### config.mk
export PLATFORM = sky130hd
export DESIGN_NAME = plic_irq_gateway
export DESIGN_NICKNAME = d
export VERILOG_FILES = /design/src/rtl/plic_irq_gateway.sv
export SDC_FILE = /design/constraint.sdc
export NUM_CORES = 1
export LEC_CHECK = 0
export ABC_AREA = 1
export BUFFER_PORTS_ARGS = -buffer_cell sky130_fd_sc_hd__buf_4
export CAP_MARGIN = 20
export CORE_AREA = 2 2 39 41
export CTS_BUF_LIST = sky130_fd_sc_hd__clkbuf_16
export CTS_CLUSTER_DIAMETER = 150
export CTS_CLUSTER_SIZE = 28
export DETAILED_ROUTE_END_ITERATION = 8
export DIE_AREA = 0 0 41 43
export GPL_TIMING_DRIVEN = 0
export SKIP_CTS_REPAIR_TIMING = 1
export SYNTH_ARGS = -nofsm -noshare
export SYNTH_HDL_FRONTEND = slang
export SYNTH_SLANG_ARGS = --single-unit
export TNS_END_PERCENT = 100
### constraint.sdc
create_clock -name pclk -period 2 [get_ports pclk]
set_clock_uncertainty 0.05 [all_clocks]
set_input_delay 0.4 -clock pclk [delete_from_list [all_inputs] [get_ports pclk]]
set_output_delay 0.4 -clock pclk [all_outputs]
set_load 0.005 [all_outputs]
### src/rtl/plic_irq_gateway.sv
// ---------------------------------------------------------------------------
// plic_irq_gateway
//
// Per-source interrupt gateway sitting in front of the PLIC pending (IP) bit.
// It synchronises the raw device line, applies level or rising-edge
// semantics, and offers at most one request at a time through a valid/ready
// handshake. Once a request is taken it blocks the source until the core
// signals completion. In edge mode, edges seen while a request is
// outstanding are counted, up to MAX_PEND, so they are not lost.
//
// Ports:
//   pclk        clock
//   preset      synchronous active-high reset
//   irq_i       raw device interrupt line (asynchronous to pclk)
//   mode_i      0 = level-triggered, 1 = rising-edge-triggered
//   ready_i     core can accept a request (~IP of this source)
//   comp_i      single-cycle completion strobe for this source
//   valid_o     request to set IP
//   busy_o      request accepted, completion not yet seen
//   pend_cnt_o  number of queued edges (edge mode only, else 0)
//   ovf_o       one-cycle pulse when an edge is dropped at saturation
// ---------------------------------------------------------------------------
module plic_irq_gateway #(
  parameter int SYNC_STAGES = 2,
  parameter int MAX_PEND    = 7,
  parameter int CNT_WIDTH   = $clog2(MAX_PEND + 1)
) (
  input  logic                 pclk,
  input  logic                 preset,
  input  logic                 irq_i,
  input  logic                 mode_i,
  input  logic                 ready_i,
  input  logic                 comp_i,
  output logic                 valid_o,
  output logic                 busy_o,
  output logic [CNT_WIDTH-1:0] pend_cnt_o,
  output logic                 ovf_o
);

  localparam logic [1:0] ST_IDLE     = 2'd0;
  localparam logic [1:0] ST_REQ      = 2'd1;
  localparam logic [1:0] ST_INFLIGHT = 2'd2;

  localparam logic [CNT_WIDTH-1:0] MAX_CNT = CNT_WIDTH'(MAX_PEND);
  localparam logic [CNT_WIDTH-1:0] ONE_CNT = CNT_WIDTH'(1);

  logic [SYNC_STAGES-1:0] r_sync;
  logic                   r_sDly;
  logic                   r_mode;
  logic [CNT_WIDTH-1:0]   r_cnt;
  logic                   r_ovf;
  logic [1:0]             r_state;
  logic                   r_valid;
  logic                   r_busy;

  logic       w_s;
  logic       w_edge;
  logic       w_modeChg;
  logic       w_hs;
  logic       w_reqCond;
  logic [1:0] w_nextState;

  // Synchroniser chain for the asynchronous device line, followed by one
  // history flop. The history flop serves both as the edge detector's
  // delayed copy and as the level seen by the FSM, which gives level and
  // edge modes the same request latency (the edge only reaches the FSM
  // after it has been counted).
  always_ff @(posedge pclk) begin
    if (preset) begin
      r_sync <= '0;
      r_sDly <= 1'b0;
    end else begin
      r_sync[0] <= irq_i;
      for (int i = 1; i < SYNC_STAGES; i++) begin
        r_sync[i] <= r_sync[i-1];
      end
      r_sDly <= w_s;
    end
  end

  assign w_s       = r_sync[SYNC_STAGES-1];
  assign w_edge    = w_s & ~r_sDly;
  assign w_hs      = r_valid & ready_i;
  assign w_modeChg = (mode_i != r_mode);

  // Registered copy of the trigger mode; every other block works from it.
  always_ff @(posedge pclk) begin
    if (preset) begin
      r_mode <= 1'b0;
    end else begin
      r_mode <= mode_i;
    end
  end

  // Pending-edge counter. An edge and a handshake in the same cycle cancel
  // out, even at saturation; a lone edge at saturation is dropped and
  // flagged. The count is meaningless in level mode and is discarded
  // whenever the mode flips.
  always_ff @(posedge pclk) begin
    if (preset) begin
      r_cnt <= '0;
      r_ovf <= 1'b0;
    end else begin
      r_ovf <= 1'b0;
      if (!r_mode || w_modeChg) begin
        r_cnt <= '0;
      end else if (w_edge && !w_hs) begin
        if (r_cnt == MAX_CNT) begin
          r_ovf <= 1'b1;
        end else begin
          r_cnt <= r_cnt + ONE_CNT;
        end
      end else if (!w_edge && w_hs && (r_cnt != '0)) begin
        r_cnt <= r_cnt - ONE_CNT;
      end
    end
  end

  // Request condition while idle: the delayed level in level mode, any
  // queued edge in edge mode.
  assign w_reqCond = r_mode ? (r_cnt != '0) : r_sDly;

  // Gateway FSM. A level request may be withdrawn if the line drops before
  // the core takes it; an edge request stays up until accepted. comp_i only
  // matters while a request is in flight.
  always_comb begin
    w_nextState = r_state;
    case (r_state)
      ST_IDLE: begin
        if (w_reqCond) begin
          w_nextState = ST_REQ;
        end
      end
      ST_REQ: begin
        if (w_hs) begin
          w_nextState = ST_INFLIGHT;
        end else if (!r_mode && !r_sDly) begin
          w_nextState = ST_IDLE;
        end
      end
      ST_INFLIGHT: begin
        if (comp_i) begin
          w_nextState = ST_IDLE;
        end
      end
      default: begin
        w_nextState = ST_IDLE;
      end
    endcase
  end

  // State register plus registered decodes, so valid_o and busy_o come
  // straight from flops.
  always_ff @(posedge pclk) begin
    if (preset) begin
      r_state <= ST_IDLE;
      r_valid <= 1'b0;
      r_busy  <= 1'b0;
    end else begin
      r_state <= w_nextState;
      r_valid <= (w_nextState == ST_REQ);
      r_busy  <= (w_nextState == ST_INFLIGHT);
    end
  end

  assign valid_o    = r_valid;
  assign busy_o     = r_busy;
  assign pend_cnt_o = r_cnt;
  assign ovf_o      = r_ovf;

endmodule

==> results of run 1 <==
[synthesized netlist by cell type]
cell | n | share of area, %
dfxtp_1 | 12 | 46
nor2_4 | 2 | 4.3
nor3_1 | 1 | 0.97
a221oi_1 | 2 | 3.4
nor2_1 | 10 | 7.2
nand3_1 | 5 | 4.8
nand3_2 | 3 | 5.8
nand2_1 | 10 | 7.2
a21boi_0 | 1 | 1.4
buf_2 | 1 | 0.97
inv_1 | 8 | 5.8
fa_1 | 1 | 3.9
o21ai_1 | 1 | 0.97
o211ai_1 | 1 | 1.4
a21oi_2 | 1 | 1.7
inv_2 | 2 | 1.4
a21oi_1 | 1 | 0.97
nand2_2 | 1 | 1.2
[metrics by stage]
step / worst slack [ps] / cells / utilization (%) / total power, µW
2_1_floorplan: 518 / 63 / - / 276
3_3_place_gp: 315 / 89 / 44.3 / 288
3_5_place_dp: 305 / 89 / 44.3 / 289
4_1_cts: 490 / 92 / 49.7 / 642
5_1_grt: 396 / 92 / 49.7 / 664
6_report: 496 / 92 / 49.7 / 638
[state kept, by name (all words and copies together), names as in the netlist]
signal,cells
busy_o,1
ovf_o,1
pend_cnt_o,3
r_mode,1
r_sDly,1
r_state,2
r_sync,2
valid_o,1
[cell families (layout without fill, tap and decap cells)]
logic type | after synthesis | after routing | share of synthesized area [%]
fa+ha+maj | 1 | 1 | 3.86
flops | 12 | 12 | 46.4
buf+inv | 11 | 24 | 8.21
simple gates | 32 | 32 | 31.6
compound gates | 7 | 7 | 9.90
[metal layers]
metal | global-route usage [%] | up-vias | share of wire, %
met2 | 14.7 | 11 | 44
li1 | - | 230 | -
met1 | 16.2 | 187 | 49
met5 | 0 | - | 0
met4 | 8.00 | 0 | 0.79
met3 | 6.28 | 2 | 6.1
[worst min-delay path, stage by stage]
cell and delay, ps:
buf_4 80, inv_1 30, nor2_1 60
[layout by cell type, fill, tap and decap left out, types with 3 or more instances in the layout]
cell type,Yosys,final
buf_4,0,10
clkbuf_16,0,3
dfxtp_1,12,12
inv_1,8,8
nand2_1,10,10
nand3_1,5,5
nand3_2,3,3
nor2_1,10,10
[where the power goes]
| part | internal [µW] | switching [µW] |
|---|---|---|
| registers | 246 | 4.54 |
| logic | 15.6 | 18.0 |
| clock network | 260 | 94.4 |
| total | 522 | 117 |
[area by class of cell]
type | instances | area (µm²) | share of cell area, %
inverter | 10 | 37.5 | 5.45
timing repair buffer | 10 | 75.1 | 10.9
buffer | 1 | 5.00 | 0.727
clock buffer | 3 | 75.1 | 10.9
multi-input combinational | 40 | 235 | 34.2
sequential | 12 | 240 | 34.9
tap | 16 | 20.0 | 2.91
[how the worst min path moves through the flow]
stage	start	to	slack, ps
6_report	irq_i	r_sync[0]	310
5_1_grt	irq_i	r_sync[0]	350
3_3_place_gp	r_sync[0]	r_sync[1]	340
4_1_cts	irq_i	r_sync[0]	310
2_1_floorplan	r_sync[0]	r_sync[1]	340
3_5_place_dp	r_sync[0]	r_sync[1]	350
==> run metrics, run 1 <==
run status completed; type of destination of the critical path flop; Post-Synthesis Cell Area 518 µm²; share of cells above drive strength 1 30.3%; overflow left after global routing 0; CTS tree done; pin count of the biggest net entering global routing 9; post-DR wirelength/cell 9.67 µm; headroom to the max-slew limit 85.1%; global placement routability congestion 0.696; syn_nets 70; cell family with most CP delay simple AND/OR/NAND/NOR gates; post-detailed-route DRC marker count 0; number of hold violations in the final report 0; type of the worst min-delay path primary input to flop; Pre-antenna DRT Iters 4; FF-to-FF Start valid_o; maximum vdd ir drop 458 µV; count of filler cells inserted in the layout 143; via count normalized by instance count 4.67; number of buffers created by CTS 3; register clock-pin slew on the reported worst setup and hold paths 40 ps; total track usage 12.2%; total number of H-tree levels 1; final number of setup-violating endpoints 0; worst setup path category flop to flop; later-pin clock latency in the skew report 240 ps; first-pass GRT wire length 1380 µm; peak per-stage delay on the critical path 390 ps; Crit path top cell by count nand2_1; Static Leak 0.000307 µW; area of all placed cells without fillers 688 µm²; total wirelength of the detailed-routed design 890 µm; maximum clock frequency 665 MHz; power density relative to cell area 928 nW/µm²; Iter 0 DRT Violations 9; Hold WS 313 ps; standard cell with the maximum stage delay on the critical path fa_1; final critical delay including setup and external delays 1500 ps; Synthesis Warnings 0; post-layout net count 85; Port Buffers 10; crit path launch valid_o; endpoint of the lowest-slack register-to-register path pend_cnt_o[2]; Top-Level Pins 12; R2R setup slack 500 ps; portion of the clock cycle consumed by the worst path in the final layout 75.2%; full die area 1760 µm²; startpoint type of the worst setup path flop; total number of vias 430; synthesis-to-finish area growth 32.9%; Max Cap Violations 0; Worst Reg-to-Reg Cells 9; hold path cells 3; CP endpoint pend_cnt_o[2]; DIE WIDTH 41 µm; Critical Path RT 2080 ps; critical path buffer and inverter count 1; effective utilization at floorplan 37.4%; buffers from clock root to sink, at most 2; via count of the first global-routing pass 343; post-synthesis instance total 63; unrepaired setup endpoints after global routing no; number of rows in the core area 14; Post-Route Setup TNS 0 ps; part of the Yosys area used for sequential elements 46.4%; Detailed Place HPWL 673 µm; largest fanout on the critical path 4; transition at the pin with the smallest max-transition slack 223 ps; number of sinks driven by the clock tree 12; cell at the root of the clock tree clkbuf_16; placement-stage cell area 613 µm²; number of antenna violations at the first check in global routing 0; antenna violation net count after detailed routing 0; logic depth of the worst setup path including buffers 9; flop and latch count out of synthesis 12; area inside the core boundary 1380 µm²; cells traversed along the worst timing path nand2_1 -> nand3_2 -> fa_1 -> inv_1 -> nand2_1 -> nand2_1 -> nand3_1 -> nand2_1 -> nor2_1; Yosys cell types 18; antenna diode count 0; final slew viol count 0; die span in y 43 µm; Crit path arrival time 1580 ps; synthesized area per cell 8.22 µm²
No activity file was read; power rests on OpenSTA's default activity.
==> run 2, diff against run 1 <==
- clock period: 2 -> 1.5 ns (I/O delays scaled with it)
==> run 2 against run 1 <==
  * Utilization increased by 0.36 points
  * Clock-buffer cell count unchanged
  * First-iteration DRC count is the same
  * Power is 33% higher
  * Clock power rose by 33%
  * Sequential share of layout area down 0.25 points
  * Fmax up 7.2%
  * Critical path depth did not move
  * Die area did not move
  * Critical path type unchanged
==> run metrics, run 2 (synthesis results as in run 1) <==
run status completed; standard cell with the maximum stage delay on the critical path fa_2; unrepaired setup endpoints after global routing no; startpoint type of the worst setup path flop; number of sinks driven by the clock tree 12 (unchanged); Max Cap Violations 0 (unchanged); Crit path top cell by count nand2_1; Util after Layout 50.1% (+0.36 points); final number of setup-violating endpoints 0 (unchanged); Hold WS 213 ps (-100 ps); Multi-input gate area 240 µm² (+2.1%); Seq. cell area 240 µm² (unchanged); overflow left after global routing 0 (unchanged); met2 routed wirelength 390 µm (+0.26%); transition at the pin with the smallest max-transition slack 223 ps (+0.000119 ps); DIE WIDTH 41 µm (unchanged); CTS tree done; effective utilization at floorplan 37.4% (unchanged); peak per-stage delay on the critical path 350 ps (-40 ps); total track usage 12.2% (unchanged); type of the worst min-delay path primary input to flop; number of hold violations in the final report 0 (unchanged); final slew viol count 0 (unchanged); pin count of the biggest net entering global routing 9 (unchanged); Static Leak 0.000307 µW (about the same); post-detailed-route DRC marker count 0 (unchanged); final critical delay including setup and external delays 1400 ps (-101 ps); antenna violation net count after detailed routing 0 (unchanged); power density relative to cell area 1230 nW/µm² (+33%); top layer in use met4; register clock-pin slew on the reported worst setup and hold paths 40 ps (about the same); global placement routability congestion 0.696 (unchanged); smallest setup slack after layout 96.8 ps (-399 ps); Largest register FFs 3 (unchanged); worst setup path category flop to flop; via count normalized by instance count 4.66 (-0.23%); maximum clock frequency 713 MHz (+7.2%); number of rows in the core area 14 (unchanged); headroom to the max-slew limit 85.1% (unchanged); total number of vias 429 (-0.23%); R2R setup slack 100 ps (-400 ps); later-pin clock latency in the skew report 240 ps (about the same); die span in y 43 µm (unchanged); area inside the core boundary 1380 µm² (unchanged); first-pass GRT wire length 1380 µm (unchanged); cell at the root of the clock tree clkbuf_16; routed length on met3 54 µm (unchanged); cells traversed along the worst timing path nand2_2 -> nand3_2 -> fa_2 -> inv_1 -> nand2_1 -> nand2_1 -> nand3_1 -> nand2_1 -> nor2_1; Critical Path RT 1580 ps (-500 ps); Post-Route Setup TNS 0 ps (unchanged); type of destination of the critical path flop; full die area 1760 µm² (unchanged); antenna diode count 0 (unchanged); post-DR wirelength/cell 9.64 µm (-0.34%); critical path buffer and inverter count 1 (unchanged); Iter 0 DRT Violations 9 (unchanged); maximum vdd ir drop 611 µV (+33%); via count of the first global-routing pass 343 (unchanged); share of cells above drive strength 1 32.9% (+2.6 points); worst slack, placed -95.2 ps (-400 ps); Pre-antenna DRT Iters 3 (-1); Crit path arrival time 1480 ps (-100 ps); Port Buffers 10 (unchanged); number of antenna violations at the first check in global routing 0 (unchanged); portion of the clock cycle consumed by the worst path in the final layout 93.5% (+18 points); buffers from clock root to sink, at most 2 (unchanged); largest fanout on the critical path 4 (unchanged); most common cell after layout, fill and taps aside dfxtp_1; total number of H-tree levels 1 (unchanged); post-layout net count 85 (unchanged); Detailed Place HPWL 673 µm (unchanged); wire length on met1 434 µm (-0.91%); count of filler cells inserted in the layout 140 (-2.1%); synthesis-to-finish area growth 33.8%; number of buffers created by CTS 3 (unchanged); cell family with most CP delay simple AND/OR/NAND/NOR gates; Top-Level Pins 12 (unchanged); most used cells in the layout excluding fill and tap cells 12 x dfxtp_1, 10 x nor2_1, 10 x buf_4; total wirelength of the detailed-routed design 887 µm (-0.34%)
## run 2: worst paths after layout
kind,endpoint,cells after the start,from
setup reg to reg,pend_cnt_o[2],9,valid_o
setup / recovery,pend_cnt_o[2],9,valid_o
hold / removal,r_sync[0],3,irq_i
hold reg to reg,r_sync[1],2,r_sync[0]
## run 2: worst register-to-register path, stage by stage (launching register included)
cell     delay, ps
dfxtp_1        310
nand2_2        110
nand3_2        100
fa_2           350
inv_1           60
nand2_1         50
nand2_1         80
nand3_1         80
nand2_1         60
nor2_1          30
## run 2: area by class of cell
type | count | share of cell area, %
Tap cell | 16 | 2.89
Inverter | 10 | 5.42
Clock buffer | 3 | 10.8
Buffer | 1 | 0.722
Multi-Input combinational cell | 40 | 34.7
Sequential cell | 12 | 34.7
Timing Repair Buffer | 10 | 10.8
## run 2: metal layers
layer	up-vias	GRT usage [%]
met5	-	0
met4	0	8.00
met3	2	6.28
met2	11	14.7
met1	186	16.2
li1	230	-
## run 2: through the flow
stage / power, µW / instance area (µm²) / cells
2_1_floorplan: 369 / 518 / 63
3_3_place_gp: 384 / 613 / 89
3_5_place_dp: 385 / 613 / 89
4_1_cts: 856 / 688 / 92
5_1_grt: 887 / 693 / 92
6_report: 852 / 693 / 92
## run 2: report_power, final
part | switching (µW) | leakage [µW] | internal (µW) | total [µW]
clock network | 126 | 0.0000370 | 346 | 472
logic | 24.2 | 0.000172 | 21.2 | 45.4
registers | 6.29 | 0.0000978 | 329 | 335
total | 156 | 0.000307 | 696 | 852
==> run 3, diff against run 2 <==
- CORE_AREA: 2 2 39 41 -> 10 10 47 49
- DIE_AREA: 0 0 41 43 -> 0 0 57 59
==> run 3 against run 2 <==
  * Combinational power is 6.2% higher
  * Clock power is 1% higher
  * Routed wire length is 9.7% higher
  * Power is 1.3% higher
  * First-iteration DRC count is 22% lower
  * Hold slack better by 2.0 ps
  * Die area is 91% higher
  * Utilization is 0.80 points higher
  * Non-clock buffer count is 1 higher
  * Via count is 2.8% higher
  * Global-route usage is 5.9 points lower
  * Critical path depth stayed put
==> run metrics, run 3 (synthesis results as in run 1) <==
number of hold violations in the final report 0 (unchanged); run status completed; total number of vias 441 (+2.8%); register clock-pin slew on the reported worst setup and hold paths 40 ps (about the same); startpoint type of the worst setup path flop; full die area 3360 µm² (+91%); number of rows in the core area 14 (unchanged); post-layout net count 86 (+1.2%); overflow left after global routing 0 (unchanged); Detailed Place HPWL 767 µm (+14%); most used cells in the layout excluding fill and tap cells 11 x dfxtp_1, 11 x buf_4, 10 x nor2_1; Pre-antenna DRT Iters 2 (-1); CTS tree done; via count of the first global-routing pass 407 (+19%); total track usage 6.30% (-5.9 points); maximum vdd ir drop 803 µV (+31%); antenna diode count 0 (unchanged); synthesis-to-finish area growth 37.7%; Crit path top cell by count nand2_1; largest fanout on the critical path 4 (unchanged); Port Buffers 10 (unchanged); worst hold start irq_i; placed cell count 89 (unchanged); final slew viol count 0 (unchanged); buffers from clock root to sink, at most 2 (unchanged); Iter 0 DRT Violations 7 (-2); DIE WIDTH 57 µm (+39%); final number of setup-violating endpoints 0 (unchanged); pin count of the biggest net entering global routing 9 (unchanged); FF-to-FF Start valid_o; post-DR wirelength/cell 10.4 µm (+7.4%); power density relative to cell area 1210 nW/µm² (-1.6%); worst setup path category flop to flop; post-detailed-route DRC marker count 0 (unchanged); count of filler cells inserted in the layout 137 (-2.1%); via count normalized by instance count 4.69 (+0.61%); crit path launch valid_o; standard cell with the maximum stage delay on the critical path fa_2; total number of H-tree levels 1 (unchanged); peak per-stage delay on the critical path 340 ps (about the same); effective utilization at floorplan 37.0% (-0.47 points); Max Cap Violations 0 (unchanged); share of cells above drive strength 1 34.6% (+1.7 points); number of antenna violations at the first check in global routing 0 (unchanged); later-pin clock latency in the skew report 240 ps (about the same); Largest register FFs 3 (unchanged); Top-Level Pins 12 (unchanged); total wirelength of the detailed-routed design 973 µm (+9.7%); final std cells w/o fill 94 (+2.2%); type of destination of the critical path flop; Critical Path RT 1580 ps (about the same); Multi-input gate area 248 µm² (+3.1%); area inside the core boundary 1400 µm² (+1.3%); final critical delay including setup and external delays 1380 ps (-22.2 ps); cell at the root of the clock tree clkbuf_16; antenna violation net count after detailed routing 0 (unchanged); global placement routability congestion 0.726 (+4.4%); cells traversed along the worst timing path nand2_2 -> nand3_4 -> fa_2 -> inv_1 -> nand2_1 -> nand2_1 -> nand3_1 -> nand2_1 -> nor2_1; first-pass GRT wire length 1630 µm (+18%); type of the worst min-delay path primary input to flop; Hold WS 215 ps (+2.01 ps); number of buffers created by CTS 3 (unchanged); die span in y 59 µm (+37%); number of sinks driven by the clock tree 12 (unchanged); Crit path arrival time 1460 ps (-20 ps); Static Leak 0.000314 µW (+2.3%); unrepaired setup endpoints after global routing no; maximum clock frequency 724 MHz (+1.6%); transition at the pin with the smallest max-transition slack 247 ps (+24.6 ps); portion of the clock cycle consumed by the worst path in the final layout 92.1% (-1.5 points); headroom to the max-slew limit 83.5% (-1.6 points); Seq. cell area 241 µm² (+0.52%)
-- run 3: final cells by class --
type | instances | area share (%)
clock inverter | 1 | 0.526
sequential | 12 | 33.9
timing repair buffer | 11 | 11.6
inverter | 10 | 5.26
multi-input combinational | 40 | 34.7
buffer | 1 | 0.702
tap | 16 | 2.81
clock buffer | 3 | 10.5
-- run 3: report_power, final --
group          internal, µW  switching, µW  total [µW]
Combinational          22.8           25.4        48.2
Sequential              329           6.62         335
Clock                   350            129         479
Total                   701            161         863
-- run 3: path summary, 6_finish.rpt --
kind                            cells past startpoint  slack (ps)             to
worst min register to register                      2         340      r_sync[1]
worst max register to register                      9         120  pend_cnt_o[2]
worst min-delay path                                3         220      r_sync[0]
worst max-delay path                                9         120  pend_cnt_o[2]
-- run 3: metrics by stage --
step	TNS (ps)	instance area, µm²	total power (µW)	setup WS (ps)	util (%)
after floorplan	0	518	369	99.4	-
after global placement	-86.0	613	384	-86.0	43.8
after detailed placement	-93.5	613	386	-93.5	43.8
after CTS	0	692	874	3.74	49.4
after global routing	0	713	906	24.2	50.9
final	0	713	863	119	50.9
-- run 3: critical path: cells and delay by family, from the launching register on --
| kind | cells | cell delay, ps |
|---|---|---|
| and+or+nand+nor | 7 | 510 |
| DFF | 1 | 310 |
| adders and majority gates | 1 | 340 |
| buffers and inverters | 1 | 60 |
-- run 3: routing by layer --
| metal | up-vias | global-route usage (%) | part of all wire [%] |
|---|---|---|---|
| met5 | - | 0 | 0 |
| met4 | 0 | 3.02 | 1.3 |
| met3 | 2 | 5.36 | 8.9 |
| li1 | 232 | - | - |
| met2 | 12 | 8.99 | 44 |
| met1 | 195 | 6.39 | 46 |
